<file path="src/rtl/i2c_pkg.sv">
// i2c_pkg: FSM state encoding and line filter constants shared by the I2C slaves
package i2c_pkg;
  typedef enum logic [2:0] {IDLE, ADDRESS, ACK, WRITE_1, WRITE_2, READ_1, READ_2, READ_3} i2c_state_e;
  localparam logic LINE_IDLE = 1'b1;
  typedef struct packed {
    logic lvl;
    logic rise;
    logic fall;
  } line_t;
endpackage

</file>
<file path="src/rtl/i2c_reg_bank_if.sv">
// i2c_reg_bank_if: I2C pin pairs split into input, drive value and tri-state enable
interface i2c_reg_bank_if;
  logic scl_i, scl_o, scl_t, sda_i, sda_o, sda_t;
  modport slave (input scl_i, sda_i, output scl_o, scl_t, sda_o, sda_t);
  modport master (output scl_i, sda_i, input scl_o, scl_t, sda_o, sda_t);
endinterface

</file>
<file path="src/rtl/i2c_line_filter.sv">
// i2c_line_filter: majority-free glitch filter and edge detector for one I2C line
module i2c_line_filter import i2c_pkg::*; #(
  parameter int FILTER_LEN = 4
) (
  input  logic  clk,
  input  logic  rst,
  input  logic  d,
  output line_t q
);
  logic [FILTER_LEN-1:0] sh;
  // level only moves once the whole window agrees; edges compare against the held level
  always_ff @(posedge clk)
    if (rst) begin
      sh <= {FILTER_LEN{LINE_IDLE}};
      q <= {LINE_IDLE, 2'b00};
    end else begin
      sh <= {sh[FILTER_LEN-2:0], d};
      q.lvl <= &sh ? 1'b1 : ~|sh ? 1'b0 : q.lvl;
      q.rise <= &sh & ~q.lvl;
      q.fall <= ~|sh & q.lvl;
    end
endmodule

</file>
<file path="src/rtl/i2c_reg_bank.sv">
// i2c_reg_bank: I2C slave fronting NUM_REGS 8-bit registers with pointer and auto-increment
module i2c_reg_bank import i2c_pkg::*; #(
  parameter int         FILTER_LEN = 4,
  parameter logic [6:0] DEV_ADDR   = 7'h70,
  parameter int         NUM_REGS   = 4
) (
  input  logic                    clk,
  input  logic                    rst,
  i2c_reg_bank_if.slave           bus,
  input  logic [NUM_REGS-1:0]     local_wr,
  input  logic [NUM_REGS*8-1:0]   local_data,
  output logic [NUM_REGS*8-1:0]   reg_data,
  output logic [NUM_REGS-1:0]     i2c_wr_strobe,
  output logic                    busy
);
  localparam int PTR_W = $clog2(NUM_REGS);
  line_t scl, sda;
  i2c_state_e state, state_d;
  logic [7:0] shreg, rx;
  logic [7:0] regs [NUM_REGS];
  logic [2:0] bit_cnt;
  logic [PTR_W-1:0] ptr, ptr_inc;
  logic rw, first_byte, sda_q, sda_d, busy_d;
  logic st, sp, sr, sf, byte_done, addr_ok, ptr_ok, wr_hit;
  i2c_line_filter #(.FILTER_LEN(FILTER_LEN)) u_scl (.clk(clk), .rst(rst), .d(bus.scl_i), .q(scl));
  i2c_line_filter #(.FILTER_LEN(FILTER_LEN)) u_sda (.clk(clk), .rst(rst), .d(bus.sda_i), .q(sda));
  assign st = sda.fall & scl.lvl;
  assign sp = sda.rise & scl.lvl;
  assign sr = scl.rise;
  assign sf = scl.fall;
  assign rx = {shreg[6:0], sda.lvl};
  assign byte_done = sr & (bit_cnt == 3'd7);
  assign addr_ok = rx[7:1] == DEV_ADDR;
  assign ptr_ok = {1'b0, rx} < 9'(NUM_REGS);
  // first_byte is set once the pointer byte of the current write has been taken
  assign wr_hit = state == WRITE_2 && byte_done && first_byte;
  assign ptr_inc = ptr == PTR_W'(NUM_REGS - 1) ? '0 : ptr + 1'b1;
  assign bus.scl_o = 1'b1;
  assign bus.scl_t = 1'b1;
  assign bus.sda_o = sda_q;
  assign bus.sda_t = sda_q;
  always_ff @(posedge clk) state <= rst ? IDLE : state_d;
  always_comb begin
    state_d = state;
    case (state)
      ADDRESS: if (byte_done) state_d = addr_ok ? ACK : IDLE;
      ACK:     if (sf) state_d = rw ? READ_1 : WRITE_1;
      WRITE_1: if (sf) state_d = WRITE_2;
      WRITE_2: if (byte_done) state_d = first_byte || ptr_ok ? ACK : IDLE;
      READ_1:  if (sf && bit_cnt == 3'd7) state_d = READ_2;
      READ_2:  if (sf) state_d = READ_3;
      READ_3:  if (sr) state_d = sda.lvl ? IDLE : READ_1;
      default: ;
    endcase
    if (st) state_d = ADDRESS;
    if (sp) state_d = IDLE;
  end
  always_comb begin
    sda_d = (st || sp) ? 1'b1 :
            !sf ? sda_q :
            state == ACK ? 1'b0 :
            state == READ_1 ? shreg[7] :
            (state == WRITE_1 || state == READ_2) ? 1'b1 : sda_q;
    busy_d = state_d != IDLE && (busy || state_d == ACK);
  end
  always_ff @(posedge clk)
    if (rst) begin
      sda_q <= 1'b1;
      busy <= 1'b0;
      shreg <= '0;
      bit_cnt <= '0;
      ptr <= '0;
      rw <= 1'b0;
      first_byte <= 1'b0;
      i2c_wr_strobe <= '0;
    end else begin
      sda_q <= sda_d;
      busy <= busy_d;
      i2c_wr_strobe <= wr_hit ? NUM_REGS'(1) << ptr : '0;
      if (st) begin
        bit_cnt <= '0;
        first_byte <= 1'b0;
      end else if (!sp) case (state)
        ADDRESS: if (sr) begin
          shreg <= rx;
          bit_cnt <= bit_cnt + 1'b1;
          rw <= rx[0];
        end
        WRITE_2: if (sr) begin
          shreg <= rx;
          bit_cnt <= bit_cnt + 1'b1;
          if (byte_done && first_byte) ptr <= ptr_inc;
          else if (byte_done && ptr_ok) begin
            ptr <= rx[PTR_W-1:0];
            first_byte <= 1'b1;
          end
        end
        ACK: if (sf && rw) begin
          shreg <= regs[ptr];
          ptr <= ptr_inc;
        end
        READ_1: if (sf) begin
          shreg <= {shreg[6:0], 1'b0};
          bit_cnt <= bit_cnt + 1'b1;
        end
        READ_3: if (sr && !sda.lvl) begin
          shreg <= regs[ptr];
          ptr <= ptr_inc;
        end
        default: ;
      endcase
    end
  // a local load in the same cycle as an I2C write to the same entry takes precedence
  always_ff @(posedge clk)
    for (int k = 0; k < NUM_REGS; k++)
      regs[k] <= rst ? 8'h00 : local_wr[k] ? local_data[8*k +: 8] : wr_hit && ptr == PTR_W'(k) ? rx : regs[k];
  for (genvar i = 0; i < NUM_REGS; i++) begin : g_out
    assign reg_data[8*i +: 8] = regs[i];
  end
endmodule

</file>
<file path="src/flat_wrapper.sv">
// flat-port wrapper written by rule: the top's interface ports become plain ports
module i2c_reg_bank_flat import i2c_pkg::*;
#(
  parameter int         FILTER_LEN = 4,
  parameter logic [6:0] DEV_ADDR   = 7'h70,
  parameter int         NUM_REGS   = 4
)
  (clk, rst, local_wr, local_data, reg_data, i2c_wr_strobe, busy, bus_scl_i, bus_sda_i, bus_scl_o, bus_scl_t, bus_sda_o, bus_sda_t);
  i2c_reg_bank_if bus_i ();
  input  logic clk;
  input  logic rst;
  input  logic [NUM_REGS-1:0] local_wr;
  input  logic [NUM_REGS*8-1:0] local_data;
  output logic [NUM_REGS*8-1:0] reg_data;
  output logic [NUM_REGS-1:0] i2c_wr_strobe;
  output logic busy;
  input wire logic [$bits(bus_i.scl_i)-1:0] bus_scl_i;
  input wire logic [$bits(bus_i.sda_i)-1:0] bus_sda_i;
  output wire logic [$bits(bus_i.scl_o)-1:0] bus_scl_o;
  output wire logic [$bits(bus_i.scl_t)-1:0] bus_scl_t;
  output wire logic [$bits(bus_i.sda_o)-1:0] bus_sda_o;
  output wire logic [$bits(bus_i.sda_t)-1:0] bus_sda_t;
  assign bus_i.scl_i = bus_scl_i;
  assign bus_i.sda_i = bus_sda_i;
  assign bus_scl_o = bus_i.scl_o;
  assign bus_scl_t = bus_i.scl_t;
  assign bus_sda_o = bus_i.sda_o;
  assign bus_sda_t = bus_i.sda_t;
  i2c_reg_bank #(.FILTER_LEN(FILTER_LEN), .DEV_ADDR(DEV_ADDR), .NUM_REGS(NUM_REGS)) u_core (.clk(clk), .rst(rst), .bus(bus_i), .local_wr(local_wr), .local_data(local_data), .reg_data(reg_data), .i2c_wr_strobe(i2c_wr_strobe), .busy(busy));
endmodule
</file>
<file path="config.mk">
export PLATFORM = sky130hd
export DESIGN_NAME = i2c_reg_bank_flat
export DESIGN_NICKNAME = d
export VERILOG_FILES = /design/src/rtl/i2c_pkg.sv /design/src/rtl/i2c_reg_bank_if.sv /design/src/rtl/i2c_line_filter.sv /design/src/rtl/i2c_reg_bank.sv /design/src/flat_wrapper.sv
export SDC_FILE = /design/constraint.sdc
export NUM_CORES = 1
export LEC_CHECK = 0
export ABC_AREA = 1
export CAP_MARGIN = 25
export CORE_MARGIN = 2
export CORE_UTILIZATION = 30
export CTS_CLUSTER_DIAMETER = 30
export CTS_CLUSTER_SIZE = 14
export DETAILED_ROUTE_END_ITERATION = 6
export SETUP_SLACK_MARGIN = 0.02
export SLEW_MARGIN = 20
export SYNTH_ARGS = -nofsm -noshare
export SYNTH_HDL_FRONTEND = slang
export SYNTH_SLANG_ARGS = --single-unit
</file>
<file path="constraint.sdc">
create_clock -name clk -period 1.62 [get_ports clk]
set_input_delay 0.243 -clock clk [delete_from_list [all_inputs] [get_ports clk]]
set_output_delay 0.243 -clock clk [all_outputs]
set_load 0.05 [all_outputs]
</file>
==> results.yml <==
outcome:
  status: "finished, final reports clean"
synthesis:
  syn_area_um2: 3640
  synth_area_leaders: "dfxtp_1 (40%), nand2_1 (14%), nor2_1 (7.1%), nand3_1 (5.9%), a31oi_1 (5.7%)"
  synthTopCellsByCount: "nand2_1 (136), dfxtp_1 (72), nor2_1 (69)"
  yosys_warnings: 0
  synth_top_flop_cell: "dfxtp_1"
  synth_async_sr_flop_share_pct: 0
  seq_area_frac_synth_pct: 39.6
  yosysMostFrequentCell: "nand2_1"
  synth_top_area_share_pct: 39.6
  syn_avg_cell_area_um2: 7.03
  yosysTopAreaCell: "dfxtp_1"
  ys_types: 37
  ys_seq_elements: 72
  synthCells: 518
  synth_edf_count: 0
sta:
  tightest_slew_ns: 0.509
  timing.final.ws_setup_ns: 0.0546
  finalCritPeriodShare_pct: 96.6
  fmax_mhz: 639
  setup_viol: 0
  slew_viol_final: 0
  hold_violations: 0
  slew_headroom_pct: 66.0
  grt_setup_unrepaired: "yes"
  min_period_ns: 1.57
  clock_skew_ns: 0.00870
worst_setup_path:
  cp.arrival_ns: 1.83
  setup.worst_path.end: "u_core.regs[1][7]$_SDFFE_PP0P_"
  reg2reg_depth: 8
  startpoint_type: "flop"
  rrSetupSlack_ns: 0.05
  rr_endpoint: "u_core.regs[1][7]$_SDFFE_PP0P_"
  worstSetupEndpointType: "flop"
  startpoint: "u_core.bit_cnt[1]$_SDFFE_PP0P_"
  required_ns: 1.89
  cp_max_fo: 9
  r2r_start: "u_core.bit_cnt[1]$_SDFFE_PP0P_"
  crit_type: "flop to flop"
layout:
  drive_above_1_share_pct: 21.1
  diodes: 0
  num-nets-final: 657
  instances_no_fill: 763
  syn_to_final_growth_pct: 36.8
  final_core_util_pct: 41.8
clock_tree:
  clkTransAtPathRegs_ns: 0.06
  cts_root_buf: "clkbuf_16"
  cts.htree.levels: 3
  clock_latency_ns: 0.34
  cts_tree: "yes"
  ctsLongestPathBuffers: 2
  clock-sinks: 72
  cts_buffers: 9
job:
  cap_violations: 0
pwr:
  p_leak_nw: 2.22
  ir_drop_uv: 413
  power.density_nw_per_um2: 861
  power.total_mw: 4.29
drt:
  vias: 3726
  drc: 0
  firstDrtPassIters: 5
  wl_per_cell_um: 14.0
  detail_route.iter0.violations: 250
  ant_nets: 0
  wl_um: 10700
  avgViaCountPerCell: 4.88
floorplan:
  placement_rows: 40
  initial_core_util_pct: 30.6
  io_pins: 81
  die_w_um: 114
  dieArea_um2: 13000
  core-area_um2: 11900
  die_h_um: 114
global_routing:
  grt_overflow: 0
  grt_pass1_vias: 3497
  grt_first_pass_wirelength_um: 17200
  grt_max_degree: 33
  grtUsageTotal_pct: 16.8
  antenna_found_initial: 0
place:
  dpl.hpwl_um: 7990
  gp_routability_congestion: 0.847
  post-place-ws_ns: -0.0450
  place_inst: 739
  io_buffers: 78
hold_path:
  hp-class: "flop to flop"
==> stage by stage <==
step	cell area, um^2	hold WS [ns]	TNS [ns]
after CTS	4890	0.441	0
after global placement	4530	0.418	-0.00249
final	4980	0.437	0
after floorplan	3650	0.347	0
after detailed placement	4530	0.427	-0.887
after global routing	4980	0.461	-0.222
==> cells by family (layout without fill, tap and decap cells) <==
logic type	Yosys count	after routing	share of synthesized area, %
AO/OA/AOI/OAI	89	89	14.2
adder cells (fa/ha/maj)	6	6	2.06
buffers and inverters	71	166	8.79
flip-flops	72	72	39.6
other	1	2	0.103
AND/OR/NAND/NOR	279	281	35.3
==> how the worst min path moves through the flow <==
stage / cells after the start / from / slack (ns) / to
floorplan: 1 / bus_scl_i / 0.35 / u_core.u_scl.sh[0]$_SDFF_PP1_
global placement: 2 / u_core.u_sda.sh[2]$_SDFF_PP1_ / 0.42 / u_core.u_sda.sh[3]$_SDFF_PP1_
detailed placement: 2 / u_core.u_sda.sh[2]$_SDFF_PP1_ / 0.43 / u_core.u_sda.sh[3]$_SDFF_PP1_
CTS: 2 / u_core.u_sda.sh[2]$_SDFF_PP1_ / 0.44 / u_core.u_sda.sh[3]$_SDFF_PP1_
global route: 2 / u_core.u_scl.sh[0]$_SDFF_PP1_ / 0.46 / u_core.u_scl.sh[1]$_SDFF_PP1_
finish: 2 / u_core.u_sda.sh[2]$_SDFF_PP1_ / 0.44 / u_core.u_sda.sh[3]$_SDFF_PP1_
==> where the power goes <==
part           internal [mW]  switching [mW]
clock network           1.18           0.733
logic                  0.200           0.309
registers               1.82          0.0453
total                   3.20            1.09
==> critical path, cell delays in order (launching register included) <==
cell	delay [ns]
dfxtp_2	0.35
ha_4	0.13
ha_4	0.13
nand2_4	0.06
nor2_4	0.17
nand2_8	0.15
nor2_8	0.19
nand3_1	0.12
a31oi_1	0.18
==> registers in the layout, summed over array words and instances, names as in the netlist, named ones only <==
| register | count |
|---|---|
| u_core.bit_cnt | 3 |
| u_core.bus.sda_o | 1 |
| u_core.busy | 1 |
| u_core.first_byte | 1 |
| u_core.i2c_wr_strobe | 4 |
| u_core.ptr | 2 |
| u_core.regs | 32 |
| u_core.rw | 1 |
| u_core.shreg | 8 |
| u_core.state | 3 |
| u_core.u_scl.q | 3 |
| u_core.u_scl.sh | 4 |
| u_core.u_sda.q | 3 |
| u_core.u_sda.sh | 4 |
==> repair_timing <==
action                     4_1_cts  5_1_grt
cloned                           1        2
gates resized for setup         10       18
pin swaps                        6       13
setup endpoints to repair       37       45
setup buffers                    3        2
hold buffers                     0        0
==> cell type report <==
class / instances / area (um^2)
fillers: 1209 / 6930
multi-input cells: 378 / 1990
flip-flops and latches: 72 / 1450
repair buffers: 102 / 876
clock buffers: 10 / 229
well taps: 147 / 184
inverters: 47 / 183
clock inverters: 6 / 60.1
repair inverters: 1 / 5.00
==> cells in the final DEF, fill, tap and decap left out, drive strengths merged <==
| cell type | synthesis | layout |
|---|---|---|
| nand2 | 138 | 138 |
| a31oi | 33 | 33 |
| clkbuf | 11 | 10 |
| clkinvlp | 0 | 4 |
| o31ai | 1 | 1 |
| o21ai | 36 | 36 |
| conb | 1 | 2 |
| a311oi | 1 | 1 |
| nor3 | 3 | 3 |
| a211oi | 1 | 1 |
| or2 | 2 | 2 |
| o211ai | 1 | 1 |
| ha | 6 | 6 |
| bufinv | 0 | 1 |
| inv | 47 | 46 |
| nand3b | 1 | 1 |
| nor2 | 82 | 83 |
| o21bai | 1 | 1 |
| a21oi | 13 | 13 |
| o22ai | 1 | 1 |
| clkdlybuf4s50 | 0 | 39 |
| buf | 13 | 63 |
| clkinv | 0 | 3 |
| nand3 | 46 | 47 |
| dfxtp | 72 | 72 |
| a211o | 1 | 1 |
| nand4 | 4 | 4 |
| nor4 | 3 | 3 |
==> routing by layer <==
| layer | vias up | track usage [%] | part of all wire (%) |
|---|---|---|---|
| met3 | 17 | 4.18 | 6.6 |
| met2 | 134 | 25.7 | 45 |
| li1 | 1891 | - | - |
| met4 | 0 | 5.93 | 1.6 |
| met5 | - | 0 | 0 |
| met1 | 1684 | 23.0 | 47 |
(Power assumes the default switching activity.)
